[src/rtl/vga_trig_timing.sv]
// Raster timing generator with optional frame alignment to an external trigger.
// Free-runs by default; in trigger mode each frame start waits for a trigger edge or a timeout.
module vga_trig_timing #(
    parameter int unsigned H_TOTAL      = 800,
    parameter int unsigned V_TOTAL      = 525,
    parameter int unsigned H_BLANK      = 160,
    parameter int unsigned V_BLANK      = 45,
    parameter int unsigned TRIG_TIMEOUT = 1000000
) (
    input  logic        clk_i,
    input  logic        rst_ni,
    input  logic        trig_i,
    input  logic        trig_en_i,
    output logic [15:0] h_cont_o,
    output logic [15:0] v_cont_o,
    output logic        line_start_o,
    output logic        frame_start_o,
    output logic        active_o,
    output logic [15:0] frame_cnt_o,
    output logic        locked_o
);

    localparam logic [15:0] HMax   = 16'(H_TOTAL - 1);
    localparam logic [15:0] VMax   = 16'(V_TOTAL - 1);
    localparam logic [15:0] HBlank = 16'(H_BLANK);
    localparam logic [15:0] VBlank = 16'(V_BLANK);
    localparam logic [31:0] TmoMax = 32'(TRIG_TIMEOUT - 1);

    localparam logic [0:0] StRun  = 1'b0;
    localparam logic [0:0] StWait = 1'b1;

    logic [0:0]  state_q, state_d;
    logic [15:0] h_q, h_d;
    logic [15:0] v_q, v_d;
    logic [15:0] frame_cnt_q, frame_cnt_d;
    logic [31:0] tmo_q, tmo_d;
    logic        pending_q, pending_d;
    logic        locked_q, locked_d;
    logic        sync1_q, sync2_q, sync3_q;

    logic run;
    logic h_last;
    logic v_last;
    logic trig_edge;

    assign run       = (state_q == StRun);
    assign h_last    = (h_q == HMax);
    assign v_last    = (v_q == VMax);
    // sync3 acts as the edge-detect register behind the two-stage synchronizer
    assign trig_edge = sync2_q & ~sync3_q;

    assign frame_start_o = run && (h_q == 16'd0) && (v_q == 16'd0);
    assign line_start_o  = run && (h_q == 16'd0);
    assign active_o      = run && (h_q >= HBlank) && (v_q >= VBlank);
    assign h_cont_o      = h_q;
    assign v_cont_o      = v_q;
    assign frame_cnt_o   = frame_cnt_q;
    assign locked_o      = locked_q;

    always_comb begin
        state_d     = state_q;
        h_d         = h_q;
        v_d         = v_q;
        pending_d   = pending_q;
        locked_d    = locked_q;
        tmo_d       = tmo_q;
        frame_cnt_d = frame_cnt_q + {15'd0, frame_start_o};

        case (state_q)
            StRun: begin
                if (trig_edge) begin
                    pending_d = 1'b1;
                end
                if (h_last) begin
                    h_d = 16'd0;
                    v_d = v_last ? 16'd0 : v_q + 16'd1;
                end else begin
                    h_d = h_q + 16'd1;
                end
                // A trigger landing on the frame-end cycle itself still counts as pending
                if (h_last && v_last) begin
                    if (!trig_en_i) begin
                        locked_d = 1'b0;
                    end else if (pending_q || trig_edge) begin
                        pending_d = 1'b0;
                        locked_d  = 1'b1;
                    end else begin
                        state_d   = StWait;
                        pending_d = 1'b0;
                        tmo_d     = 32'd0;
                    end
                end
            end
            default: begin
                h_d       = 16'd0;
                v_d       = 16'd0;
                pending_d = 1'b0;
                tmo_d     = tmo_q + 32'd1;
                if (trig_edge) begin
                    state_d  = StRun;
                    locked_d = 1'b1;
                end else if (!trig_en_i || (tmo_q == TmoMax)) begin
                    state_d  = StRun;
                    locked_d = 1'b0;
                end
            end
        endcase
    end

    always_ff @(posedge clk_i or negedge rst_ni) begin
        if (!rst_ni) begin
            state_q     <= StRun;
            h_q         <= 16'd0;
            v_q         <= 16'd0;
            frame_cnt_q <= 16'd0;
            tmo_q       <= 32'd0;
            pending_q   <= 1'b0;
            locked_q    <= 1'b0;
            sync1_q     <= 1'b0;
            sync2_q     <= 1'b0;
            sync3_q     <= 1'b0;
        end else begin
            state_q     <= state_d;
            h_q         <= h_d;
            v_q         <= v_d;
            frame_cnt_q <= frame_cnt_d;
            tmo_q       <= tmo_d;
            pending_q   <= pending_d;
            locked_q    <= locked_d;
            sync1_q     <= trig_i;
            sync2_q     <= sync1_q;
            sync3_q     <= sync2_q;
        end
    end

endmodule

[config.mk]
export PLATFORM = sky130hd
export DESIGN_NAME = vga_trig_timing
export DESIGN_NICKNAME = d
export VERILOG_FILES = /design/src/rtl/vga_trig_timing.sv
export SDC_FILE = /design/constraint.sdc
export NUM_CORES = 1
export LEC_CHECK = 0
export ABC_AREA = 1
export CAP_MARGIN = 20
export CORE_ASPECT_RATIO = 0.8
export CORE_MARGIN = 1
export CORE_UTILIZATION = 57
export DETAILED_ROUTE_END_ITERATION = 7
export PLACE_DENSITY = 0.8
export RECOVER_POWER = 50
export SLEW_MARGIN = 0
export SYNTH_ARGS = -nofsm -noshare
export SYNTH_HDL_FRONTEND = slang
export SYNTH_SLANG_ARGS = --single-unit
[constraint.sdc]
create_clock -name clk_i -period 2.54 [get_ports clk_i]
set_input_delay 0.381 -clock clk_i [delete_from_list [all_inputs] [get_ports clk_i]]
set_output_delay 0.381 -clock clk_i [all_outputs]
set_load 0.03 [all_outputs]
* Yosys cells after proc, flatten, opt, wreduce, memory -nomap -nowiden
Cells that the tools add are included.
** Word-level totals
- Input port bits :: 4
- Register bits :: 86
- Word-level logic and storage cells :: 65
- Output and inout port bits :: 52
** Cells by class
- Order comparisons :: 2
- Mux-type cells :: 25
- Eq/ne operators :: 6
- Reduce and logical (&&, ||, !) cells :: 15
- Add/subtract/negate cells :: 4
- Bitwise logic cells :: 3
** Operator list (count)
- $mux 32 :: 4
- $mux 16 :: 5
- $add 16x1->16 const B :: 2
- $add 32x1->32 const B :: 1
- $eq 16x10->1 const B :: 2
- $eq 32x20->1 const B :: 1
- $logic_not 16->1 :: 2
- $add 16x1->16 :: 1
- $ge 16x6->1 const B :: 1
- $ge 16x8->1 const B :: 1
- $mux 1 :: 16
- $ne 3x1->1 const B :: 2
- $reduce_and 3->1 :: 2
- $reduce_bool 2->1 :: 3
- $logic_and 1x1->1 :: 5
- $logic_or 1x1->1 :: 2
- $ne 2x2->1 const B :: 1
- $not 1->1 :: 2
- $and 1x1->1 :: 1
- $logic_not 1->1 :: 1

* Longest topological paths before layout
- Depth after elaboration :: 7
- Mapped depth :: 13
- Mapped depth without buffers :: 13

* Worst setup path after synthesis
OpenSTA, ideal clock, no wires.
- Path type :: reg-to-reg
- Start :: register h_q[0], in the netlist h_cont_o[0]
- End :: register frame_cnt_q[12], in the netlist frame_cnt_o[12]
- Slack :: -0.658 ns
- Library setup time :: 0.134 ns
- Required time :: 2.406 ns
- Cell stages (with the launch flop) :: 13
- Period minus slack after synthesis :: 3.198 ns
- Arrival :: 3.063 ns
- Path buffers :: 0
- Cell sequence :: dfrtp_1 > inv_1 > ha_1 > nand3_1 > nor3_1 > nand3_1 > nor3_1 > ha_1 > ha_1 > nand3_1 > nor3b_1 > nand4_1 > xnor2_1
** On the way
- Cells in the longest elaborated chain, start to end :: 4
** Ends and longest elaborated chain
- from (decl) :: RTL line 33 : logic [15:0] h_q, h_d;
- from (signal assigned) :: RTL line 113 : h_q <= 16'd0;
- from (signal assigned) :: RTL line 124 : h_q <= h_d;
- $logic_not 16->1 :: RTL line 52 : assign frame_start_o = run && (h_q == 16'd0) && (v_q == 16'd0);
- $logic_and 1x1->1 (2 in a row) :: RTL line 52
- named net frame_start_o :: RTL line 17 : output logic frame_start_o,
- $add 16x1->16 :: RTL line 67 : frame_cnt_d = frame_cnt_q + {15'd0, frame_start_o};
- named net frame_cnt_d[12] :: RTL line 35 : logic [15:0] frame_cnt_q, frame_cnt_d;
- to (signal assigned) :: RTL line 126 : frame_cnt_q <= frame_cnt_d;
- to (decl) :: RTL line 35
The timed path passes the listed nets, and every way through them passes these cells.
A chain may end at the register's enable or synchronous reset.

* Worst setup path in the final report
- Start :: register v_q[13], in the netlist v_cont_o[13]
- End :: output port frame_start_o
** On the way
- Cells in the longest elaborated chain, start to end :: 2
** Ends and longest elaborated chain
- from (decl) :: RTL line 34 : logic [15:0] v_q, v_d;
- from (signal assigned) :: RTL line 125 : v_q <= v_d;
- $logic_not 16->1 :: RTL line 52
- $logic_and 1x1->1 :: RTL line 52
- to (decl) :: RTL line 17
Every way passes these cells.

==> results.md <==
- Critical Path AT: 2020 ps
- Fmax: 0.4161 GHz
- Die area: 9533 µm²
- Mapped Cells: 742
- Final Cycle Share: 94.61%
- Routed len/inst: 14.63 µm
- P_leak: 0.003246 µW
- Grt total ovfl: 0
- Mapped Nets: 755
- Worst VDD drop: 0.0003594 V
- Clk_lat worst skew: 350 ps
- Global-route wire length before repair: 23.05 mm
- Synth Register Bits: 86
- Top FF cell, synth: dfrtp_1
- Synth Area in Compound Gates: 4.993%
- Worst setup SP type: flop
- GRT Util Overall: 31.29%
- Tmin final: 2403 ps
- Crit. End Element: output port
- Routed WL: 13.55 mm
- Final Setup Violations: 0
- I/O Buffers: 55
- Final Instance Area: 6381 µm²
- Hold path start: sync1_q
- Initial antenna violation count: 0
- Yosys top cell by area: dfrtp_1
- Main combinational cell family by area after synthesis: simple AND/OR/NAND/NOR gates
- RSZ-0062 raised after global routing: no
- Count leader, synth: nand2_1
- Rows: 30
- Slew headroom: 3.053%
- Antenna cells: 0
- Synth cell count leaders: nand2_1 (190), nor2_1 (106), nand3_1 (103)
- Final hold violations: 0
- Share of post-route cells with drive strength above 1: 7.125%
- Worst-Margin Slew: 1454 ps
- Synth Area in XOR/XNOR: 4.033%
- Post-synthesis mux area share: 0%
- Post-DRT Antenna Nets: 0
- Die width: 108.9 µm
- Die H: 87.53 µm
- Core Box Area: 8671 µm²
- Placed cell area: 5984 µm²
- Hold Path End: sync2_q
- Hold WS: 358.8 ps
- Clk buf depth: 2
- Adder-Cell Fraction of Synth Area: 2.160%
- Final nets: 822
- Vias in the first global route: 4758
- Number of synthesized flops with an enable pin: 0
- Worst setup path category: reg -> out
- Detailed-route DRC error count: 0
- Sequential-to-total area share from yosys stat: 41.29%
- Max_cap viols: 0
- Skew final: 10.81 ps
- Synth Cell Area: 5212 µm²
- DR vias/cell: 5.616
- CTS tree: done
- Initial Utilization: 60.12%
- Syn Area/Cell: 7.025 µm²
- DP HPWL: 9.511 mm
- Starting DRT DRC Count: 482
- Largest net degree at the start of global routing: 63
- Reg2Reg Setup Slack: 200 ps
- Area Growth Syn to Fin: 22.42%
- Final slew viol count: 0
- Hold path depth: 0
- Asr flop ratio synth: 100.0%
- Synth top area share: 41.29%
- Drt pass-1 iters: 8
- CP Max Fanout: 4
- H-tree depth: 3
- Worst reg2reg path startpoint: v_cont_o[13]
- Synth Warn #: 0
- Simple-gate share of the synthesized area: 39.32%
- I/O Pins: 56
- RR Endpoint: frame_cnt_o[13]
- Outcome: completed
- Largest cells by area after synthesis: dfrtp_1 (41%), nand2_1 (14%), nand3_1 (9.9%), nor2_1 (7.6%), inv_1 (6.6%)
- CP Data Required Time: 2160 ps
- R2r worst-path depth: 12
- Worst Hold Class: reg -> reg
- Vias: 5200
- RePlAce Congestion: 0.9370
- Clock sink total: 86
- CTS root buf: clkbuf_16
- CTS clk-pin slew, worst paths: 70 ps
- CTS Buf Count: 9
- Pwr/cell area: 475.8 nW/µm²
- Yosys cell types: 35
## cell type report
cell class              instances  area, µm²
multi-input cells             548       2718
well taps                     112      140.1
flip-flops and latches         86       2156
fillers                       665       2290
inverters                      96      360.3
repair buffers                 68      644.4
clock buffers                  10      229.0
clock inverters                 6      133.9
## report_power, final
part	total (µW)	internal, µW	switching [µW]
registers	1370	1370	0.841
logic	35.8	5.90	29.9
clock network	1630	1060	566
## critical path, cell delays in order, from the launching register on
cell and delay (ps):
dfrtp_1 420, inv_1 120, nand2_1 90, nor2_2 140, nand3_1 160, nor3_4 310, dlygate4sd2_1 430
## flip-flops by register name (all words and copies together), names as in the netlist, 16 cells and up
signal,count
tmo_q,32
v_cont_o,16
frame_cnt_o,16
h_cont_o,16
## cell usage in the layout (no fill, tap or decap), types with 19 or more instances in the layout
cell	n
a21oi_1	19
nand3_1	100
dfrtp_1	83
nand2_1	191
inv_1	91
o21ai_0	23
clkdlybuf4s50_1	36
nor2_1	103
nor3_1	26
## cells by family (layout without fill, tap and decap cells)
logic type / after synthesis / after routing
buffers and inverters: 108 / 180
adders and majority gates: 9 / 9
DFF: 86 / 86
and+or+nand+nor: 466 / 466
AOI/OAI and AO/OA: 49 / 49
xor gates and xnor gates: 24 / 24
## per-stage QoR
step                setup TNS (ps)  util, %  std cells  setup WS (ps)  power [µW]
finish                           0    73.59        926          136.9        3036
global placement                 0    69.02        908          124.3        1436
CTS                              0    73.38        925          14.91        3057
floorplan                   -78.91        -        742         -34.13        1401
detailed placement         -0.2549    69.02        908        -0.2549        1438
global route                     0    73.59        926          27.35        3114
## worst max-delay path by stage
stage,to,startpoint,slack (ps)
final,frame_start_o,v_cont_o[13],140
after global routing,h_cont_o[13],rst_ni,30
after CTS,frame_cnt_o[13],h_cont_o[0],10
after detailed placement,frame_cnt_o[12],h_cont_o[13],-0.3
after global placement,frame_cnt_o[13],h_cont_o[13],120
after floorplan,frame_cnt_o[12],h_cont_o[0],-30
## routing by layer
metal  track usage, %  vias to the layer above  share of wire, %
met5                0                        -                 0
met4            8.845                        0               1.2
met3            6.622                       18               8.2
met2            45.85                      235                44
met1            46.67                     2421                47
li1                 -                     2526                 -
## repair_timing
action                                  4_1_cts  5_1_grt
hold buffers                                  1        0
buffers inserted                              0        1
endpoints found under the setup margin        7       10
resized for setup                             4        8
endpoints found under the hold margin        24        0
pin swaps                                     0        2
(Power assumes the default switching activity.)
==> variant 1, RTL diff (same settings) <==
`v_q` no longer has a reset.
--- a/src/rtl/vga_trig_timing.sv
+++ b/src/rtl/vga_trig_timing.sv
@@ -112,5 +112,4 @@
             state_q     <= StRun;
             h_q         <= 16'd0;
-            v_q         <= 16'd0;
             frame_cnt_q <= 16'd0;
             tmo_q       <= 32'd0;
@@ -123,5 +122,4 @@
             state_q     <= state_d;
             h_q         <= h_d;
-            v_q         <= v_d;
             frame_cnt_q <= frame_cnt_d;
             tmo_q       <= tmo_d;
@@ -134,4 +132,8 @@
     end
 
+    always_ff @(posedge clk_i) begin
+        v_q <= v_d;
+    end
+
 endmodule
 
Function: same outputs for any inputs over 10 cycles, from zero or initial values and one cycle with rst_ni low; that may be too few to reach the edited logic, so the function may still have changed.
==> variant 1 against the original RTL <==
- setup slack improved by 49 ps
- first-iteration DRC count decreased by 30%
- worst hold slack worse by 68 ps
- largest cell class unchanged
- final area is 7.3% lower
- sequential cell count unchanged
- synthesized area down 4.9%
- global-route usage is 3.5 points lower
- wire length is 14% lower
- die area down 4.8%
- sequential share of layout area up 1.4 points
- power down 21%
- sequential power is essentially flat
- utilization shrank 3.5 points
- largest power group is now registers
==> variant 1: results <==
metrics = {
    "placed_design": {
        "hpwl_um": 8780,
        "dp_cells": 848,
        "place_area_um2": 5740,
    },
    "clock_network": {
        "clkTransAtPathRegs_ps": 90,
        "cts_root_buffer": "clkbuf_8",
        "clkLatencyLatePin_ps": 370,
    },
    "run_status": {
        "outcome": "finished, final reports clean",
    },
    "finish": {
        "area_growth_pct": 19.3,
        "fillCellCount": 709,
        "final_cells": 864,
        "drive_above_1_share_pct": 11.6,
    },
    "synth": {
        "synthArstFlopShare_pct": 81.4,
        "syn_inst": 684,
        "ys_seq_area_share_pct": 41.8,
    },
    "grt": {
        "met3_usage_pct": 6.14,
        "grt_pass1_wl_um": 19900,
        "first_global_vias": 4318,
        "grt.busiest_layer": "met2",
    },
    "route": {
        "drt_iter0_drc": 336,
        "drt-pass1-iter-count": 5,
        "wl_per_cell_um": 13.5,
    },
    "pwr": {
        "peakVddDrop_mv": 0.343,
    },
    "critical_path": {
        "reg2reg_depth": 13,
        "arrival_ps": 1970,
    },
    "sta": {
        "skew_ps": 12.4,
    },
    "worst_hold_path": {
        "hold_class": "in2async",
    },
}
-- variant 1: worst max-delay path, stage by stage, from the launching register on --
cell and delay [ps]:
dfxtp_1 420, inv_1 130, ha_1 210, inv_1 50, o21ai_0 70, nor3_1 200
nor4_2 70, nor2_1 90, clkdlybuf4s15_1 370
-- variant 1: final cells by class --
cell class                 instances  area share (%)
clock buffer                       9            2.09
clock inverter                     7            1.35
inverter                          87            5.56
multi-input combinational        503            43.7
sequential                        86            35.2
tap                              112            2.37
timing repair buffer              60            9.79
-- variant 1: where the power goes --
group / switching, uW / internal (uW)
registers: 0.835 / 1370
logic: 24.2 / 4.14
clock network: 536 / 466
-- variant 1: metrics by stage --
| step | total power, uW | worst slack (ps) |
|---|---|---|
| detailed placement | 1430 | 201 |
| finish | 2400 | 185 |
| global placement | 1430 | 322 |
| floorplan | 1400 | -67.1 |
| global route | 2470 | -1.02 |
| CTS | 2430 | 33.3 |
-- variant 1: metal layers --
metal	wire length (um)	vias to the layer above
met5	0	-
met2	5120	182
met4	173	0
li1	-	2330
met1	5490	2157
met3	885	19
-- variant 1: cell families after synthesis --
| logic type | Yosys count | synth area share (%) |
|---|---|---|
| AO/OA/AOI/OAI | 56 | 5.83 |
| AND/OR/NAND/NOR | 419 | 39.2 |
| XOR/XNOR | 19 | 3.36 |
| flip-flops | 86 | 41.8 |
| adder cells (fa/ha/maj) | 9 | 2.27 |
| buffers and inverters | 95 | 7.54 |
-- variant 1: path summary, 6_finish.rpt --
path / start / slack, ps / to
max reg2reg: h_cont_o[14] / 200 / frame_cnt_o[12]
min in group clk_i: sync1_q / 370 / sync2_q
min: rst_ni / 290 / h_cont_o[10]
max in group asynchronous: rst_ni / 510 / tmo_q[11]
min reg2reg: sync1_q / 370 / sync2_q
max: v_cont_o[0] / 190 / active_o
==> variant 2, RTL diff (same flow settings) <==
Without the edit above. Change the parameter `TRIG_TIMEOUT` from 1000000 to 500000.
--- a/src/rtl/vga_trig_timing.sv
+++ b/src/rtl/vga_trig_timing.sv
@@ -6,5 +6,5 @@
     parameter int unsigned H_BLANK      = 160,
     parameter int unsigned V_BLANK      = 45,
-    parameter int unsigned TRIG_TIMEOUT = 1000000
+    parameter int unsigned TRIG_TIMEOUT = 500000
 ) (
     input  logic        clk_i,
Check against the original RTL: same outputs for any inputs over 10 cycles, from zero or initial values and one cycle with rst_ni low; that may be too few to reach the edited logic, so the function may still have changed.
==> variant 2 against the original RTL <==
- the run now ends with negative setup slack left
- maximum frequency is 6.7% lower
- utilization is 0.79 points higher
- synthesized area is 0.55% higher
- setup slack worse by 170 ps
- die area is 0.55% higher
- power is 7.0% lower
- sequential cell count stayed put
- final area is 1.5% higher
- wire length is 5.0% higher
- critical endpoint is now frame_cnt_o[12]
- highest routed layer unchanged
==> variant 2: results <==
metrics = {
    "run_status": {
        "outcome": "finished with violations",
        "failed_checks": "negative setup slack",
    },
    "critical_path": {
        "path_max_fanout": 2,
        "arrival_ps": 2830,
        "worstSetupStartpoint": "v_cont_o[7]",
    },
    "grt": {
        "gr-total-overflow": 0,
        "grt_max_degree": 50,
        "grt_pass1_wl_um": 22600,
        "track_usage_pct": 30.4,
        "first_global_vias": 4708,
    },
    "finish": {
        "drive_above_1_share_pct": 11.5,
        "nNetsFinal": 827,
        "fillCellCount": 668,
    },
    "sta": {
        "tightest_slew_ps": 1260,
        "setup_violations": 1,
        "setup_ws_ps": -34.6,
        "skew_ps": 7.73,
    },
    "worst_hold_path": {
        "hold_class": "in2async",
    },
    "route": {
        "drt-pass1-iter-count": 5,
        "wl_per_cell_um": 15.3,
        "dr_total_vias": 5261,
        "drt_iter0_drc": 565,
    },
    "placed_design": {
        "gp_congestion": 0.925,
        "hpwl_um": 9880,
        "pre_cts_ws_ps": 0.592,
    },
    "pwr": {
        "peakVddDrop_mv": 0.496,
        "p_leak_uw": 0.00326,
    },
    "synth": {
        "synth_nets": 744,
        "ys_top_cells_by_area": "dfrtp_1 41%, nand2_1 14%, nor2_1 8.1%",
        "synth_common_cells": "190 x nand2_1, 113 x nor2_1, 89 x inv_1",
        "yosysUniqueCellTypes": 36,
        "ys_seq_area_share_pct": 41.1,
    },
    "clock_network": {
        "clkTransAtPathRegs_ps": 70,
    },
}
-- variant 2: power breakdown --
| part | switching (uW) | internal (uW) |
|---|---|---|
| logic | 30.0 | 3.99 |
| registers | 1.09 | 1370 |
| clock network | 570 | 847 |
-- variant 2: cells by family (layout without fill, tap and decap cells) --
logic type | count (synthesis) | after routing | share of synthesized area (%)
flip-flops | 86 | 86 | 41.1
AND/OR/NAND/NOR | 461 | 461 | 39.7
buffers and inverters | 104 | 192 | 8.09
AO/OA/AOI/OAI | 43 | 43 | 4.30
XOR/XNOR | 28 | 28 | 4.68
adder cells (fa/ha/maj) | 9 | 9 | 2.15
-- variant 2: worst paths after layout --
kind	slack (ps)	cells past startpoint	end
min in group clk_i	350	0	sync2_q
worst max-delay path	-30	12	frame_cnt_o[12]
worst min-delay path	310	1	h_cont_o[15]
worst min register to register	350	0	sync2_q
worst max register to register	-30	12	frame_cnt_o[12]
max in group asynchronous	570	2	v_cont_o[0]
-- variant 2: routing by layer --
| metal | up-vias | part of all wire (%) | track usage, % |
|---|---|---|---|
| li1 | 2509 | - | - |
| met1 | 2503 | 46 | 44.0 |
| met2 | 231 | 46 | 47.5 |
| met3 | 18 | 8.0 | 6.10 |
| met4 | 0 | 0.88 | 6.18 |
| met5 | - | 0 | 0 |
-- variant 2: timing repair --
action,4_1_cts,5_1_grt
setup buffers,2,7
gates resized for setup,3,15
pin swaps,4,12
endpoints found under the setup margin,2,8
-- variant 2: area by class of cell --
type                            count  share of cell area (%)
Clock inverter                      4                   0.811
Timing Repair Buffer               86                    11.8
Clock buffer                       12                    4.11
Inverter                           90                    5.22
Tap cell                          112                    2.16
Multi-Input combinational cell    541                    42.5
Sequential cell                    86                    33.4
-- variant 2: through the flow --
step / util, % / setup TNS, ps / cells / hold WS (ps) / cell area (um^2)
after floorplan: - / -844 / 731 / 85.4 / 5310
after global placement: 69.8 / 0 / 906 / 334 / 6080
after detailed placement: 69.8 / 0 / 906 / 338 / 6080
after CTS: 73.7 / 0 / 924 / 95.3 / 6420
after global routing: 74.4 / -527 / 931 / 357 / 6480
final: 74.4 / -34.6 / 931 / 309 / 6480
-- variant 2: critical path, cell delays in order (launching register included) --
cell     delay (ps)
dfrtp_2         400
inv_1            80
nand2_2          60
nor3_2          140
nand4_1         180
nor4_4          410
ha_2            280
ha_4            160
nand3_4          80
nor3b_4         190
nand4_1         160
nor2_1          160
xor2_1          200
